<file path="config.mk">
export PLATFORM = sky130hd
export DESIGN_NAME = bank_fetch
export DESIGN_NICKNAME = d
export VERILOG_FILES = /design/src/rtl/bank_fetch_pkg.sv /design/src/rtl/fetch_skid_fifo.sv /design/src/rtl/bank_fetch.sv
export SDC_FILE = /design/constraint.sdc
export NUM_CORES = 1
export LEC_CHECK = 0
export ABC_AREA = 1
export CORE_MARGIN = 10
export CORE_UTILIZATION = 34
export CTS_CLUSTER_SIZE = 24
export DETAILED_ROUTE_END_ITERATION = 10
export SKIP_LAST_GASP = 1
export SLEW_MARGIN = 20
export SYNTH_ARGS = -nofsm -noshare
export SYNTH_HDL_FRONTEND = slang
export SYNTH_SLANG_ARGS = --single-unit
export TNS_END_PERCENT = 20
</file>
<file path="constraint.sdc">
create_clock -name clk -period 8.5 [get_ports clk]
set_clock_uncertainty 0.1 [all_clocks]
set_input_delay 1.275 -clock clk [delete_from_list [all_inputs] [get_ports clk]]
set_output_delay 1.275 -clock clk [all_outputs]
set_load 0.005 [all_outputs]
</file>
<file path="src/rtl/bank_fetch_pkg.sv">
// Shared accelerator constants for the feature fetch path: bank geometry,
// word/index widths, skid depth and the fetch controller state encoding.
package bank_fetch_pkg;

  localparam int unsigned FB_N_BANK     = 8;
  localparam int unsigned FB_DEPTH      = 512;
  localparam int unsigned FB_DATA_W     = 16;
  localparam int unsigned FB_ADDR_W     = 9;
  localparam int unsigned FB_IDX_W      = 12;
  localparam int unsigned FB_SKID_DEPTH = 2;

  // Fetch controller states (legacy encoding kept for waveform compatibility)
  localparam logic [1:0] ST_IDLE  = 2'd0;
  localparam logic [1:0] ST_READ  = 2'd1;
  localparam logic [1:0] ST_DRAIN = 2'd2;
  localparam logic [1:0] ST_DONE  = 2'd3;

  // Global feature index: bank number above the in-bank address
  function automatic logic [FB_IDX_W-1:0] fb_make_idx(
    input logic [FB_IDX_W-1:0]  bank,
    input logic [FB_ADDR_W-1:0] addr
  );
    return (bank << FB_ADDR_W) | FB_IDX_W'(addr);
  endfunction

endpackage

</file>
<file path="src/rtl/fetch_skid_fifo.sv">
// Two-entry output skid buffer between the bank read pipeline and the
// feature stream. Head entry is held until popped; empty reads as zero.
module fetch_skid_fifo
  import bank_fetch_pkg::*;
#(
  parameter int unsigned W = 8
) (
  input  logic         clk,
  input  logic         rst,
  input  logic         push,
  input  logic [W-1:0] push_data,
  input  logic         pop,
  output logic         out_valid,
  output logic [W-1:0] out_data,
  output logic [1:0]   count
);

  logic [W-1:0] mem [FB_SKID_DEPTH];
  logic         wr_ptr;
  logic         rd_ptr;
  logic [1:0]   cnt;
  logic         do_pop;
  logic         do_push;

  assign do_pop  = pop && (cnt != 2'd0);
  // A full buffer may accept a word only when its head leaves in the same cycle
  assign do_push = push && ((cnt != 2'd2) || do_pop);

  // Pointer and occupancy tracking
  always_ff @(posedge clk) begin
    if (rst) begin
      wr_ptr <= 1'b0;
      rd_ptr <= 1'b0;
      cnt    <= 2'd0;
    end else begin
      if (do_push) wr_ptr <= ~wr_ptr;
      if (do_pop)  rd_ptr <= ~rd_ptr;
      cnt <= cnt + {1'b0, do_push} - {1'b0, do_pop};
    end
  end

  // Storage, no reset needed: contents are qualified by cnt
  always_ff @(posedge clk) begin
    if (do_push) mem[wr_ptr] <= push_data;
  end

  assign out_valid = (cnt != 2'd0);
  assign out_data  = out_valid ? mem[rd_ptr] : '0;
  assign count     = cnt;

endmodule

</file>
<file path="src/rtl/bank_fetch.sv">
// Bank fetch controller: walks a contiguous feature range spread over the
// banked feature RAMs, one read per cycle, and streams the words out through
// a two-entry skid buffer with index and last-word marking.
module bank_fetch
  import bank_fetch_pkg::*;
#(
  parameter int unsigned N_BANK = FB_N_BANK,
  parameter int unsigned DEPTH  = FB_DEPTH,
  parameter int unsigned DATA_W = FB_DATA_W
) (
  input  logic                     clk,
  input  logic                     rst,
  input  logic                     start,
  input  logic [N_BANK-1:0]        enable,
  input  logic [FB_ADDR_W-1:0]     ram_start,
  input  logic [FB_ADDR_W-1:0]     ram_stop,
  output logic [N_BANK-1:0]        bank_rd,
  output logic [FB_ADDR_W-1:0]     bank_addr,
  input  logic [N_BANK*DATA_W-1:0] bank_rdata,
  output logic                     feat_valid,
  input  logic                     feat_ready,
  output logic [DATA_W-1:0]        feat_data,
  output logic [FB_IDX_W-1:0]      feat_idx,
  output logic                     feat_last,
  output logic                     busy,
  output logic                     done,
  output logic                     err
);

  localparam int unsigned BANK_W = (N_BANK > 1) ? $clog2(N_BANK) : 1;
  localparam int unsigned PAY_W  = 1 + FB_IDX_W + DATA_W;
  localparam logic [FB_ADDR_W-1:0] ADDR_MAX = FB_ADDR_W'(DEPTH - 1);

  logic [1:0]           state;
  logic [N_BANK-1:0]    en_q;
  logic [FB_ADDR_W-1:0] stop_q;
  logic [BANK_W-1:0]    bank_q;
  logic [FB_ADDR_W-1:0] addr_q;
  logic                 err_q;

  // Read issued last cycle; its data is on bank_rdata this cycle
  logic                 rd_pend_q;
  logic [BANK_W-1:0]    rd_bank_q;
  logic [FB_ADDR_W-1:0] rd_addr_q;
  logic                 rd_last_q;

  logic [BANK_W-1:0]    lo_bank;
  logic [BANK_W-1:0]    hi_bank;
  logic                 single_bank;
  logic                 reject;
  logic                 last_rd;
  logic                 issue;
  logic                 pop;
  logic [1:0]           occ;

  logic                 fifo_valid;
  logic [PAY_W-1:0]     fifo_data;
  logic [PAY_W-1:0]     push_data;
  logic [1:0]           fifo_count;
  logic                 head_last;

  // Lowest enabled bank of the incoming request (first bank to visit)
  always_comb begin
    lo_bank = '0;
    for (int unsigned i = 0; i < N_BANK; i++) begin
      if (enable[N_BANK-1-i]) lo_bank = BANK_W'(N_BANK - 1 - i);
    end
  end

  // Highest enabled bank of the latched request (last bank to visit)
  always_comb begin
    hi_bank = '0;
    for (int unsigned i = 0; i < N_BANK; i++) begin
      if (en_q[i]) hi_bank = BANK_W'(i);
    end
  end

  assign single_bank = ((enable & (enable - 1'b1)) == '0);
  assign reject      = (enable == '0) || (single_bank && (ram_stop < ram_start));
  assign last_rd     = (bank_q == hi_bank) && (addr_q == stop_q);

  assign pop = feat_valid && feat_ready;
  // Occupancy counts the word leaving this cycle as already gone, which keeps
  // the limit of two outstanding words while sustaining one word per cycle.
  assign occ   = fifo_count + {1'b0, rd_pend_q} - {1'b0, pop};
  assign issue = !rst && (state == ST_READ) && (occ < 2'(FB_SKID_DEPTH));

  // Controller state, range walk and read tracking
  always_ff @(posedge clk) begin
    if (rst) begin
      state     <= ST_IDLE;
      en_q      <= '0;
      stop_q    <= '0;
      bank_q    <= '0;
      addr_q    <= '0;
      err_q     <= 1'b0;
      rd_pend_q <= 1'b0;
      rd_bank_q <= '0;
      rd_addr_q <= '0;
      rd_last_q <= 1'b0;
    end else begin
      rd_pend_q <= issue;
      err_q     <= 1'b0;
      if (issue) begin
        rd_bank_q <= bank_q;
        rd_addr_q <= addr_q;
        rd_last_q <= last_rd;
      end
      case (state)
        ST_IDLE: begin
          if (start) begin
            en_q   <= enable;
            stop_q <= ram_stop;
            bank_q <= lo_bank;
            addr_q <= ram_start;
            if (reject) begin
              err_q <= 1'b1;
              state <= ST_DONE;
            end else begin
              state <= ST_READ;
            end
          end
        end
        ST_READ: begin
          if (issue) begin
            if (last_rd) begin
              state <= ST_DRAIN;
            end else if (addr_q == ADDR_MAX) begin
              addr_q <= '0;
              bank_q <= bank_q + 1'b1;
            end else begin
              addr_q <= addr_q + 1'b1;
            end
          end
        end
        ST_DRAIN: begin
          if (pop && head_last) state <= ST_DONE;
        end
        ST_DONE: state <= ST_IDLE;
        default: state <= ST_IDLE;
      endcase
    end
  end

  assign push_data = {rd_last_q,
                      fb_make_idx(FB_IDX_W'(rd_bank_q), rd_addr_q),
                      bank_rdata[rd_bank_q*DATA_W +: DATA_W]};

  fetch_skid_fifo #(
    .W(PAY_W)
  ) u_skid (
    .clk      (clk),
    .rst      (rst),
    .push     (rd_pend_q),
    .push_data(push_data),
    .pop      (pop),
    .out_valid(fifo_valid),
    .out_data (fifo_data),
    .count    (fifo_count)
  );

  assign head_last = fifo_data[PAY_W-1];

  // Outputs are forced quiet for as long as reset is held
  assign bank_rd    = issue ? (N_BANK'(1) << bank_q) : '0;
  assign bank_addr  = issue ? addr_q : '0;
  assign feat_valid = !rst && fifo_valid;
  assign feat_data  = rst ? '0 : fifo_data[DATA_W-1:0];
  assign feat_idx   = rst ? '0 : fifo_data[DATA_W +: FB_IDX_W];
  assign feat_last  = !rst && head_last;
  assign busy       = !rst && (state != ST_IDLE);
  assign done       = !rst && (state == ST_DONE);
  assign err        = !rst && err_q;

endmodule

</file>
==> impl_metrics.sql <==
INSERT INTO impl_metrics (metric_group, metric, value, unit) VALUES
('setup_path', 'cp_cell_sequence', 'clkdlybuf4s50_1, nor2_2, nand2_2, inv_1, ha_1, o21ai_0, nand3_4, nor2_1, inv_1, nor2_1, clkdlybuf4s50_1', ''),
('drt', 'drt_first_pass_iters', '5', ''),
('synthesis', 'synth.avg_cell_area', '7.16', 'sq um'),
('place', 'place_hpwl', '16700', 'um'),
('synthesis', 'asyncSetResetFlopFracSynth', '0', ''),
('clock_network', 'cts_htree_levels', '3', ''),
('global_route', 'grt_pass1_vias', '5771', ''),
('layout', 'layout-drive-gt1-share', '0.0528', ''),
('clock_network', 'post_cts_setup_inserts', '0', ''),
('drt', 'wl', '21600', 'um'),
('layout', 'nets', '1276', ''),
('synthesis', 'netlist_instances', '912', ''),
('sta', 'max_slew.worst_pin.slew', '1.05', 'ns'),
('synthesis', 'post_synth_num_cell_types', '39', ''),
('layout', 'antenna_cells_inserted', '0', ''),
('global_route', 'grt_antenna_before_repair', '0', ''),
('clock_network', 'worst_skew_pair.late_latency', '0.35', 'ns'),
('setup_path', 'cp_data_arrival_time', '4.65', 'ns'),
('clock_network', 'cts_inserted_buffers', '9', ''),
('sta', 'report.final.hold_viol_count', '0', ''),
('synthesis', 'synth-compound-area-share', '0.150', ''),
('clock_network', 'clkSlewWorstSetupHoldPaths', '0.07', 'ns'),
('global_route', 'global_route_wire_length_before_repair', '32600', 'um'),
('global_route', 'maximum_number_of_pins_on_one_net_before_global_route_repair', '68', ''),
('floorplan', 'row_count', '50', ''),
('layout', 'layout-area-overhead-vs-synth', '39.0', '%'),
('power_and_ir_drop', 'worst_ir_drop_vdd', '0.148', 'mV'),
('synthesis', 'synth.cell_area', '0.00653', 'sq mm'),
('power_and_ir_drop', 'totalPowerFinal', '2.05', 'mW'),
('synthesis', 'yosys-mux-area-fraction', '0', ''),
('global_route', 'groute.usage.overall', '0.168', ''),
('clock_network', 'clock_sink_count', '108', ''),
('sta', 'finalCriticalPeriod', '6.02', 'ns'),
('clock_network', 'cts_repair_resize_count', '0', ''),
('setup_path', 'critical-path-max-stage-delay', '1.00', 'ns'),
('clock_network', 'clk_root_buffer_cell', 'clkbuf_16', ''),
('power_and_ir_drop', 'power.leakage', '3.87', 'nW'),
('run_status', 'status', 'complete, no violations', ''),
('drt', 'initialDrtViolationCount', '437', ''),
('sta', 'grt_setup_unrepaired', 'no', ''),
('clock_network', 'tritoncts', 'done', ''),
('floorplan', 'dieWidth', '159', 'um'),
('synthesis', 'synth_fa_ha_area_frac', '0.0475', ''),
('sta', 'hold_slack', '0.357', 'ns'),
('setup_path', 'worst_ep_required_time', '7.12', 'ns'),
('drt', 'route.antenna.remaining_nets', '0', ''),
('floorplan', 'design.core.area', '0.0188', 'sq mm'),
('floorplan', 'die-area', '0.0251', 'sq mm'),
('synthesis', 'synth_fp_nets', '1094', ''),
('drt', 'routed_wire_length_per_instance', '15.9', 'um'),
('place', 'routabilityCongestion', '0.865', ''),
('sta', 'setup_viol', '0', ''),
('floorplan', 'top_level_ports', '208', ''),
('synthesis', 'synth-warning-count', '0', ''),
('clock_network', 'cts.path.max_buffers', '2', ''),
('sta', 'post-route-period-util', '0.709', ''),
('global_route', 'grt.overflow.total', '0', ''),
('drt', 'vias_per_cell', '4.65', ''),
('setup_path', 'end_kind', 'output pin', ''),
('synthesis', 'synth.ff_latch_count', '108', ''),
('power_and_ir_drop', 'power.density', '226', 'mW/mm^2'),
('drt', 'drc_errors', '0', ''),
('drt', 'route.vias.total', '6326', ''),
('synthesis', 'synth_enable_flop_cells', '58', ''),
('synthesis', 'postSynth.topFlopCell', 'edfxtp_1', ''),
('flow_run', 'cap_viol_max_count', '0', ''),
('setup_path', 'timing_worst_setup_path_type', 'in -> out', ''),
('sta', 'slew_headroom', '0.301', ''),
('sta', 'slew_violations', '0', ''),
('synthesis', 'synth_sequential_area_ratio', '0.420', ''),
('layout', 'final_cell_area', '0.00908', 'sq mm');
[cells in the mapped netlist, types with 2 or more instances]
cell	n	area [sq um]
a21oi_1	31	155
a22oi_1	2	15.0
a31oi_1	18	113
a32oi_1	2	17.5
buf_1	5	18.8
buf_2	2	10.0
buf_4	3	22.5
clkbuf_1	32	120
dfxtp_1	50	1000
edfxtp_1	58	1740
ha_1	24	300
inv_1	106	398
inv_2	3	11.3
nand2_1	198	743
nand2_2	7	43.8
nand3_1	14	70.1
nand3_4	3	52.6
nand4_1	8	50.1
nor2_1	189	709
nor2_2	15	93.8
o21ai_0	98	490
o22ai_1	19	119
or2_2	2	12.5
xnor2_1	3	26.3
xor2_1	6	52.6
[metrics by stage]
stage	setup slack, ns	std cells	util
2_1_floorplan	4.44	912	-
3_3_place_gp	2.50	1343	0.467
3_5_place_dp	2.44	1343	0.467
4_1_cts	2.42	1359	0.482
5_1_grt	2.14	1359	0.482
6_report	2.48	1359	0.482
[layer usage]
layer	vias up	track usage	wire length, um
met3	19	0.0275	1110
met4	0	0.0362	220
li1	3304	-	-
met1	2843	0.229	9840
met2	160	0.275	10400
met5	-	0	0
[report_power, final]
group          total (mW)  internal (mW)  leakage [nW]  switching [mW]
clock               0.412          0.227         0.131           0.185
combinational       0.888          0.354          2.79           0.534
sequential          0.754          0.675         0.942          0.0789
[cell families after synthesis]
logic type | count (synthesis)
compound gates | 177
xor+xnor | 9
buf+inv | 154
fa+ha+maj | 25
simple gates | 439
flops | 108
[placed cells by master (no fill, tap or decap), types with 2 or more instances in the layout]
cell type | Yosys | layout
clkdlybuf4s50_1 | 0 | 207
nand2_1 | 198 | 198
nor2_1 | 189 | 187
inv_1 | 106 | 106
o21ai_0 | 98 | 98
edfxtp_1 | 58 | 58
dfxtp_1 | 50 | 48
a21oi_1 | 31 | 31
ha_1 | 24 | 24
o22ai_1 | 19 | 19
a31oi_1 | 18 | 18
nor2_2 | 15 | 17
nand3_1 | 14 | 14
clkbuf_16 | 0 | 9
nand4_1 | 8 | 8
buf_4 | 3 | 8
nand2_2 | 7 | 7
xor2_1 | 6 | 6
clkinv_1 | 1 | 3
nand3_4 | 3 | 3
inv_2 | 3 | 3
xnor2_1 | 3 | 3
or2_2 | 2 | 2
a22oi_1 | 2 | 2
a32oi_1 | 2 | 2
dfxtp_2 | 0 | 2
clkinvlp_4 | 0 | 2
clkbuf_1 | 32 | 2
[area by class of cell]
type | count | area [sq um]
clock buffers | 11 | 233
well taps | 260 | 325
inverters | 110 | 413
repair buffers | 215 | 2130
multi-input cells | 650 | 3180
flip-flops and latches | 108 | 2750
fillers | 1885 | 9750
clock inverters | 5 | 52.6
[flip-flops by register name, summed over array words and instances (netlist names), named ones only]
name and flops:
u_skid.wr_ptr 1, rd_bank_q 3, state 2, rd_pend_q 1, u_skid.count 2, bank_q 3, rd_addr_q 9, err_q 1
rd_last_q 1, u_skid.mem 58, en_q 7, addr_q 9, u_skid.rd_ptr 1, stop_q 9
[critical path: cells and delay by family]
family	cells	cell delay (ns)
compound gates	1	0.30
fa+ha+maj	1	0.28
buf+inv	4	1.68
simple gates	5	1.09
[final timing paths]
| check | end | cells after the start | slack, ns | from |
|---|---|---|---|---|
| worst max-delay path | bank_rd[0] | 11 | 2.48 | rst |
| worst min-delay path | u_skid.mem[1][19] | 0 | 0.36 | rd_addr_q[3] |
| worst max register to register | addr_q[3] | 10 | 5.40 | state[1] |
| worst min register to register | u_skid.mem[1][19] | 0 | 0.36 | rd_addr_q[3] |
No activity file was read; power rests on OpenSTA's default activity.
